File: src/rtl/serial_adder_if.sv
// rtl/serial_adder_if.sv - start/busy/done handshake and operand/result bundle for serial_adder
//   start  : request, sampled only while the adder is idle
//   a, b   : WIDTH-bit operands, captured on the accepting edge
//   busy   : addition in progress
//   done   : one-cycle pulse when sum/cout become valid
//   sum    : registered result a+b mod 2^WIDTH
//   cout   : registered carry out of bit WIDTH-1
interface serial_adder_if #(
  parameter int WIDTH = 8
);
  logic             start;
  logic [WIDTH-1:0] a;
  logic [WIDTH-1:0] b;
  logic             busy;
  logic             done;
  logic [WIDTH-1:0] sum;
  logic             cout;

  modport master (
    output start, a, b,
    input  busy, done, sum, cout
  );

  modport slave (
    input  start, a, b,
    output busy, done, sum, cout
  );
endinterface

File: src/rtl/serial_adder.sv
// rtl/serial_adder.sv - bit-serial adder, one full-adder cell, LSB first, registered carry
//   clk : rising-edge clock
//   rst : synchronous active-high reset
//   bus : serial_adder_if slave (start, a, b in; busy, done, sum, cout out)
module serial_adder #(
  parameter int WIDTH = 8
) (
  input  logic           clk,
  input  logic           rst,
  serial_adder_if.slave  bus
);

  localparam int CNT_W = $clog2(WIDTH);
  localparam logic [CNT_W-1:0] LAST_BIT = CNT_W'(WIDTH - 1);

  typedef enum logic [1:0] {
    IDLE = 2'd0,
    RUN  = 2'd1,
    DONE = 2'd2
  } state_t;

  state_t           state_q, state_d;
  logic [WIDTH-1:0] a_sh_q, a_sh_d;
  logic [WIDTH-1:0] b_sh_q, b_sh_d;
  logic [WIDTH-1:0] acc_q, acc_d;
  logic             carry_q, carry_d;
  logic [CNT_W-1:0] cnt_q, cnt_d;
  logic [WIDTH-1:0] sum_q, sum_d;
  logic             cout_q, cout_d;
  logic             busy_q, busy_d;
  logic             done_q, done_d;

  // Full-adder cell built from two half-adder stages plus an OR.
  logic ha1_s, ha1_c, ha2_c, fa_s, fa_c;

  always_comb begin
    ha1_s = a_sh_q[0] ^ b_sh_q[0];
    ha1_c = a_sh_q[0] & b_sh_q[0];
    fa_s  = ha1_s ^ carry_q;
    ha2_c = ha1_s & carry_q;
    fa_c  = ha1_c | ha2_c;
  end

  always_comb begin
    state_d = state_q;
    a_sh_d  = a_sh_q;
    b_sh_d  = b_sh_q;
    acc_d   = acc_q;
    carry_d = carry_q;
    cnt_d   = cnt_q;
    sum_d   = sum_q;
    cout_d  = cout_q;

    case (state_q)
      IDLE: begin
        if (bus.start) begin
          a_sh_d  = bus.a;
          b_sh_d  = bus.b;
          acc_d   = '0;
          carry_d = 1'b0;
          cnt_d   = '0;
          state_d = RUN;
        end
      end
      RUN: begin
        a_sh_d  = a_sh_q >> 1;
        b_sh_d  = b_sh_q >> 1;
        // New sum bit enters at the MSB; after WIDTH shifts bit 0 sits at the LSB.
        acc_d   = WIDTH'({fa_s, acc_q} >> 1);
        carry_d = fa_c;
        cnt_d   = cnt_q + CNT_W'(1);
        if (cnt_q == LAST_BIT) begin
          // Publish the completed word including the bit produced this cycle.
          sum_d   = acc_d;
          cout_d  = fa_c;
          state_d = DONE;
        end
      end
      DONE: begin
        state_d = IDLE;
      end
      default: begin
        state_d = IDLE;
      end
    endcase

    // Status outputs are registered decodes of the next state.
    busy_d = (state_d == RUN);
    done_d = (state_d == DONE);
  end

  always_ff @(posedge clk) begin
    if (rst) begin
      state_q <= IDLE;
      a_sh_q  <= '0;
      b_sh_q  <= '0;
      acc_q   <= '0;
      carry_q <= 1'b0;
      cnt_q   <= '0;
      sum_q   <= '0;
      cout_q  <= 1'b0;
      busy_q  <= 1'b0;
      done_q  <= 1'b0;
    end else begin
      state_q <= state_d;
      a_sh_q  <= a_sh_d;
      b_sh_q  <= b_sh_d;
      acc_q   <= acc_d;
      carry_q <= carry_d;
      cnt_q   <= cnt_d;
      sum_q   <= sum_d;
      cout_q  <= cout_d;
      busy_q  <= busy_d;
      done_q  <= done_d;
    end
  end

  assign bus.busy = busy_q;
  assign bus.done = done_q;
  assign bus.sum  = sum_q;
  assign bus.cout = cout_q;

endmodule

File: src/flat_wrapper.sv
// flat-port wrapper written by rule: the top's interface ports become plain ports
module serial_adder_flat 
#(
  parameter int WIDTH = 8
)
  (clk, rst, bus_start, bus_a, bus_b, bus_busy, bus_done, bus_sum, bus_cout);
  serial_adder_if #(.WIDTH(WIDTH)) bus_i ();
  input  logic clk;
  input  logic rst;
  input wire logic [$bits(bus_i.start)-1:0] bus_start;
  input wire logic [$bits(bus_i.a)-1:0] bus_a;
  input wire logic [$bits(bus_i.b)-1:0] bus_b;
  output wire logic [$bits(bus_i.busy)-1:0] bus_busy;
  output wire logic [$bits(bus_i.done)-1:0] bus_done;
  output wire logic [$bits(bus_i.sum)-1:0] bus_sum;
  output wire logic [$bits(bus_i.cout)-1:0] bus_cout;
  assign bus_i.start = bus_start;
  assign bus_i.a = bus_a;
  assign bus_i.b = bus_b;
  assign bus_busy = bus_i.busy;
  assign bus_done = bus_i.done;
  assign bus_sum = bus_i.sum;
  assign bus_cout = bus_i.cout;
  serial_adder #(.WIDTH(WIDTH)) u_core (.clk(clk), .rst(rst), .bus(bus_i));
endmodule
File: config.mk
export PLATFORM = sky130hd
export DESIGN_NAME = serial_adder_flat
export DESIGN_NICKNAME = d
export VERILOG_FILES = /design/src/rtl/serial_adder_if.sv /design/src/rtl/serial_adder.sv /design/src/flat_wrapper.sv
export SDC_FILE = /design/constraint.sdc
export NUM_CORES = 1
export LEC_CHECK = 0
export BUFFER_PORTS_ARGS = -buffer_cell sky130_fd_sc_hd__buf_2
export CAP_MARGIN = 25
export CORE_AREA = 3 3 60 62
export CTS_CLUSTER_DIAMETER = 40
export DETAILED_ROUTE_END_ITERATION = 8
export DIE_AREA = 0 0 63 65
export GPL_ROUTABILITY_DRIVEN = 0
export GPL_TIMING_DRIVEN = 0
export PLACE_DENSITY = 0.75
export SYNTH_ARGS = -nofsm -noshare
export SYNTH_HDL_FRONTEND = slang
export SYNTH_SLANG_ARGS = --single-unit
export TNS_END_PERCENT = 50
File: constraint.sdc
create_clock -name clk -period 1.7 [get_ports clk]
set_input_delay 0.34 -clock clk [delete_from_list [all_inputs] [get_ports clk]]
set_output_delay 0.34 -clock clk [all_outputs]
set_load 0.01 [all_outputs]
---- Word level (Yosys, flattened, before mapping) ----
Index checks and enable logic that the tools add are counted.
storage, ports and cells
  register bits ........................... 41
  word-level logic and storage cells ...... 38
  input bits .............................. 19
  output and inout bits ................... 11
cells by class
  bitwise operators ....................... 5
  multiplexer cells ....................... 13
  reduce and logical (&&, ||, !) cells .... 4
  eq/ne operators ......................... 5
  add/subtract/negate cells ............... 1
operator list
  kind                                                  number
  case mux 8 bit (2 select lines)                       3
  2-to-1 mux 8 bit                                      3
  case mux 3 bit (2 select lines)                       1
  equality test 2 x 1 -> 1 bit (second input constant)  2
  2-to-1 mux 2 bit                                      2
  case mux 2 bit (2 select lines)                       1
  AND reduction 2 bit                                   2
  adder 3 x 1 -> 3 bit (second input constant)          1
  equality test 3 bit (second input constant)           1
  2-to-1 mux 3 bit                                      1
  bitwise AND 1 bit                                     2
  equality test 2 bit (second input constant)           1
  logical NOT 2 bit                                     1
  != test 2 bit (second input constant)                 1
  case mux 1 bit (2 select lines)                       1
  nonzero test 2 bit                                    1
  bitwise XOR 1 bit                                     2
  2-to-1 mux 1 bit                                      1
  OR 1 bit                                              1

---- Depth between registers and ports, before layout ----
Gate-level depths: netlist of the first run.
  depth after elaboration ................. 4
  gate-level depth with buffers ........... 6
  depth with buffers taken out ............ 5

---- Worst setup path before layout of the first run ----
Ideal clock, no wire load.
  path kind ............................... register to register
  start point ............................. reg u_core.cnt_q[0]
  end point ............................... reg u_core.sum_q[7], in the netlist u_core.bus.sum[7]
  setup slack ............................. 0.381 ns
  required time ........................... 1.613 ns
  period minus slack after synthesis ...... 1.319 ns
  data arrival time ....................... 1.232 ns
  library setup time ...................... 0.087 ns
  buffers on the path ..................... 1
  cell stages (with the launch flop) ...... 6
  cells stage by stage .................... dfxtp_1 -> ha_1 -> ha_1 -> and3b_1 -> buf_4 -> a211oi_1
between the ends
  cells in the longest elaborated chain, start to end .. 2
RTL lines
  element                               line                 source
  start: declaration                    serial_adder.sv:27   logic [CNT_W-1:0] cnt_q, cnt_d;
  start signal: assignment              serial_adder.sv:110  cnt_q <= cnt_d;
  equality test 3 bit                   serial_adder.sv:72   if (cnt_q == LAST_BIT) begin
  AND reduction 2 bit (no source line)  n/a
  end signal: assignment                serial_adder.sv:111  sum_q <= sum_d;
  end: declaration                      serial_adder.sv:28   logic [WIDTH-1:0] sum_q, sum_d;
Every way passes these cells.
A chain may end at the register's enable or synchronous reset.

---- Worst setup path in the final report of the first run ----
Ends and elaborated chain as after synthesis.

==> results.toml, run 1 <==
[finish]
final_cells = 242
synthToLayoutAreaGrowth_pct = 15.5
layout.nets = 219
diodes = 0
fill_cells = 284
layout-drive-gt1-share = 0.288

[worst_setup_path]
worstPathCellList = "ha_1 > ha_1 > and3b_1 > buf_4 > a211oi_1"
cp-end-kind = "register"
cpPeakStageDelay_ps = 340
crit_family = "adder cells"
crit_type = "register to register"
path_buf_inv = 1
cp-start-kind = "register"
path_max_fanout = 10
cpMaxStageDelayCell = "dfxtp_1"
arrival_ps = 1740
crit_required_ps = 1960
critPathMostFrequentCell = "ha_1"

[placement]
dp_hpwl_um = 2310
numPortBuffers = 28
post-place-cells = 234
dp_slack_ps = 264

[synthesis]
synth_edf_count = 0
yosysSeqAreaShare = 0.483
syn_inst = 162
synth.avg_cell_area_um2 = 10.2
synth_flop_cell = "dfxtp_1"
ys_types = 26
synth.most_common_cell = "dfxtp_1"
netlist_top_cells_count = "dfxtp_1, nor2_1, mux2i_1"
synth_top_area_cell = "dfxtp_1"
async_flop_share = 0
synth_seq_cells = 40
netlist.area_leader.share = 0.483
synth_nets = 184
yosysWarnings = 0
synthTopCellsByArea = "dfxtp_1, mux2i_1, nor2_1"
syn_area_um2 = 1660

[die]
io_pins = 30
die-area_um2 = 4100
chipHeight_um = 65
chipWidth_um = 63
start_util = 0.539
core_um2 = 3080
placementRows = 20

[timing]
slew_headroom = 0.587
final_max_slew_viol_count = 0
setup_violations = 0
worstMarginPinSlew_ps = 620
finalHoldViolCount = 0
setup_ws_ps = 222
fin_crit_ps = 1480
rsz0062_at_grt = "no"
finalSetupTns_ps = 0
period_share = 0.870
skew_ps = 9.04
fmax_mhz = 676

[grt]
grt_pass1_wl_um = 5440
grt_max_degree = 13
gr-total-overflow = 0
grt.total_usage = 0.169
grt_antenna_before_repair = 0
first_global_vias = 1229

[routing]
viasPerCell = 5.18
wl_um = 3130
ant_nets = 0
met3_length_um = 181
top_layer_used = "met4"
drt_pre_antenna_iters = 4
wl_met1_um = 1490
num_vias = 1253
route.met2.wl_um = 1410
route.detailed.drc = 0
drt_iter0_drc = 44
routedWlPerCell_um = 12.9

[clocking]
cts_buffer_depth = 2
cts-resized-gates = 0
htreeDepth = 2
clk_pin_slew_ps = 110
clkLatencyLatePin_ps = 340
cts_buffers = 5
post_cts_buffers = 0
cts_tree = "built"
cts.sinks = 40
root_buffer = "clkbuf_4"
postCtsHoldBufs = 0

[flow_run]
cap_viol_max_count = 0

[power]
power_leakage_nw = 0.788
ir_worst_vdd_v = 0.000678
powerDensity_nw_per_um2 = 896

[status]
outcome = "complete, no violations"

[hold_path]
hold_class = "primary input to register"
area by class of cell:
| type | instances | area [um^2] | area share |
|---|---|---|---|
| clock inverter | 2 | 10.0 | 0.00523 |
| inverter | 3 | 11.3 | 0.00588 |
| tap | 44 | 55.1 | 0.0287 |
| clock buffer | 6 | 51.3 | 0.0268 |
| timing repair buffer | 28 | 140 | 0.0732 |
| buffer | 12 | 116 | 0.0607 |
| multi-input combinational | 107 | 731 | 0.381 |
| sequential | 40 | 801 | 0.418 |
final timing paths:
path | start | endpoint | slack, ps | cells after the start
setup / recovery | u_core.cnt_q[0] | u_core.bus.sum[7] | 220 | 5
hold / removal | bus_b[7] | u_core.b_sh_q[7] | 220 | 3
setup reg to reg | u_core.cnt_q[0] | u_core.bus.sum[7] | 220 | 5
hold reg to reg | u_core.bus.sum[6] | u_core.bus.sum[6] | 460 | 2
cell usage in the layout, fill, tap and decap left out, types with 2 or more instances in the layout:
master | synthesis | final
buf_2 | 1 | 29
dfxtp_1 | 40 | 40
inv_1 | 3 | 3
nor2_1 | 25 | 25
a21oi_1 | 7 | 7
buf_6 | 3 | 3
a2bb2oi_1 | 2 | 2
a211oi_2 | 7 | 7
nand2_1 | 14 | 14
mux2i_1 | 15 | 15
buf_12 | 2 | 2
clkbuf_4 | 0 | 5
clkbuf_1 | 4 | 4
a211oi_1 | 11 | 11
a22oi_1 | 10 | 10
nor2_2 | 6 | 6
clkinv_2 | 0 | 2
ha_1 | 2 | 2
metrics by stage:
stage          utilization  power [mW]  area (um^2)  hold WS [ps]
2_1_floorplan            -        1.18         1660           432
3_3_place_gp         0.602        1.23         1850           441
3_5_place_dp         0.602        1.24         1850           443
4_1_cts              0.622        1.73         1920           205
5_1_grt              0.622        1.80         1920           238
6_report             0.622        1.72         1920           223
registers in the layout, summed over array words and instances (netlist names):
| name | flops |
|---|---|
| u_core.bus.cout | 1 |
| u_core.cnt_q | 3 |
| u_core.bus.busy | 1 |
| u_core.bus.sum | 8 |
| u_core.carry_q | 1 |
| u_core.acc_q | 7 |
| u_core.a_sh_q | 8 |
| u_core.bus.done | 1 |
| u_core.state_q | 2 |
| u_core.b_sh_q | 8 |
cells by family (layout without fill, tap and decap cells):
| family | after synthesis | after routing | synth area share |
|---|---|---|---|
| and+or+nand+nor | 50 | 50 | 0.133 |
| buffers and inverters | 15 | 51 | 0.0769 |
| muxes | 15 | 15 | 0.0905 |
| adders and majority gates | 3 | 3 | 0.0271 |
| DFF | 40 | 40 | 0.483 |
| AOI/OAI and AO/OA | 39 | 39 | 0.190 |
layer usage:
layer / up-vias / GRT usage
met5: - / 0
met4: 0 / 0.0909
met3: 5 / 0.0399
met2: 32 / 0.281
met1: 580 / 0.201
li1: 636 / -
power by group:
group	internal (mW)	switching, mW
logic	0.107	0.111
registers	0.977	0.0236
clock network	0.197	0.299
total	1.28	0.434
worst reg2reg max path: stages, from the launching register on:
cell and delay, ps:
dfxtp_1 340, ha_1 200, ha_1 230, and3b_1 210, buf_4 170, a211oi_1 250
(Power assumes the default switching activity.)
==> inputs of run 2 (changes only) <==
--- a/config.mk
+++ b/config.mk
@@ -7,10 +7,10 @@
 export LEC_CHECK = 0
 export BUFFER_PORTS_ARGS = -buffer_cell sky130_fd_sc_hd__buf_2
 export CAP_MARGIN = 25
-export CORE_AREA = 3 3 60 62
+export CORE_AREA = 3 3 46 80
 export CTS_CLUSTER_DIAMETER = 40
 export DETAILED_ROUTE_END_ITERATION = 8
-export DIE_AREA = 0 0 63 65
+export DIE_AREA = 0 0 49 83
 export GPL_ROUTABILITY_DRIVEN = 0
 export GPL_TIMING_DRIVEN = 0
 export PLACE_DENSITY = 0.75
==> results.toml, run 2 (same netlist as run 1, synthesis figures left out) <==
[worst_setup_path]
crit_required_ps = 1900
cp-end-kind = "register"
cpMaxStageDelayCell = "dfxtp_1"
path_buf_inv = 1
cp-start-kind = "register"
path_max_fanout = 10
crit_family = "adder cells"
critPathMostFrequentCell = "ha_1"
worstPathCellList = "ha_1 > ha_1 > and3b_1 > buf_4 > nor2_1 > a211oi_1"
cpPeakStageDelay_ps = 360
crit_type = "register to register"
arrival_ps = 1740

[routing]
num_vias = 1263
viasPerCell = 5.26
routedWlPerCell_um = 13.6
ant_nets = 0
route.detailed.drc = 0
wl_um = 3250
drt_pre_antenna_iters = 4
drt_iter0_drc = 25

[die]
die-area_um2 = 4070
start_util = 0.528
placementRows = 27
chipHeight_um = 83
chipWidth_um = 49
core_um2 = 3140
io_pins = 30

[finish]
layout-drive-gt1-share = 0.279
final_cell_mix = "dfxtp_1, buf_2, nor2_1"
synthToLayoutAreaGrowth_pct = 16.4
layout.nets = 219
final_common_cell = "dfxtp_1"
diodes = 0

[clocking]
post_cts_buffers = 0
cts_tree = "built"
root_buffer = "clkbuf_8"
cts.sinks = 40
clkLatencyLatePin_ps = 290
cts_buffer_depth = 2
clk_pin_slew_ps = 70
htreeDepth = 2
cts_buffers = 5
cts-resized-gates = 0
postCtsHoldBufs = 0

[timing]
period_share = 0.908
holdWs_ps = 291
fin_crit_ps = 1540
fmax_mhz = 647
worstMarginPinSlew_ps = 674
finalSetupTns_ps = 0
final_max_slew_viol_count = 0
finalHoldViolCount = 0
rsz0062_at_grt = "no"
skew_ps = 4.33
slew_headroom = 0.551
setup_violations = 0

[grt]
grt_antenna_before_repair = 0
first_global_vias = 1297
grt_max_degree = 12
grt_pass1_wl_um = 5790
grt.total_usage = 0.183
gr-total-overflow = 0

[power]
ir_worst_vdd_v = 0.000677
powerDensity_nw_per_um2 = 938
power_leakage_nw = 0.791

[placement]
dp_hpwl_um = 2450
numPortBuffers = 28

[flow_run]
cap_viol_max_count = 0

[status]
outcome = "complete, no violations"

[hold_path]
hold_class = "primary input to register"
run 2: routing by layer:
layer  global-route usage  wire length [um]
met1                0.188              1240
met2                0.336              1800
met3               0.0467               142
met4               0.0855                70
met5                    0                 0
run 2: cell type report:
class / instances / area [um^2]
Multi-Input combinational cell: 107 / 731
Clock buffer: 6 / 72.6
Sequential cell: 40 / 801
Timing Repair Buffer: 28 / 140
Buffer: 12 / 116
Fill cell: 290 / 1210
Inverter: 3 / 11.3
Clock inverter: 1 / 5.00
Tap cell: 43 / 53.8
run 2: worst paths after layout:
kind	startpoint	to	slack, ps	cells past startpoint
setup / recovery	u_core.cnt_q[0]	u_core.bus.sum[7]	160	6
hold / removal	bus_a[7]	u_core.a_sh_q[7]	290	3
setup reg to reg	u_core.cnt_q[0]	u_core.bus.sum[7]	160	6
hold reg to reg	u_core.bus.sum[5]	u_core.bus.sum[5]	450	2
run 2: per-stage QoR:
step	std cells	util	total power [mW]	area (um^2)	worst slack (ps)
after global placement	233	0.590	1.23	1850	261
after detailed placement	233	0.590	1.24	1850	172
final	240	0.614	1.81	1930	156
after floorplan	162	-	1.18	1660	381
after global routing	240	0.614	1.89	1930	57.7
after CTS	240	0.614	1.83	1930	148
run 2: worst min-delay path, stage by stage:
cell and delay, ps:
buf_2 80, a22oi_1 50, nor2_1 80
run 2: report_power, final:
group / switching, mW / internal (mW) / leakage [nW]
sequential: 0.0243 / 0.977 / 0.327
clock: 0.313 / 0.279 / 0.0410
combinational: 0.111 / 0.107 / 0.423
total: 0.448 / 1.36 / 0.791
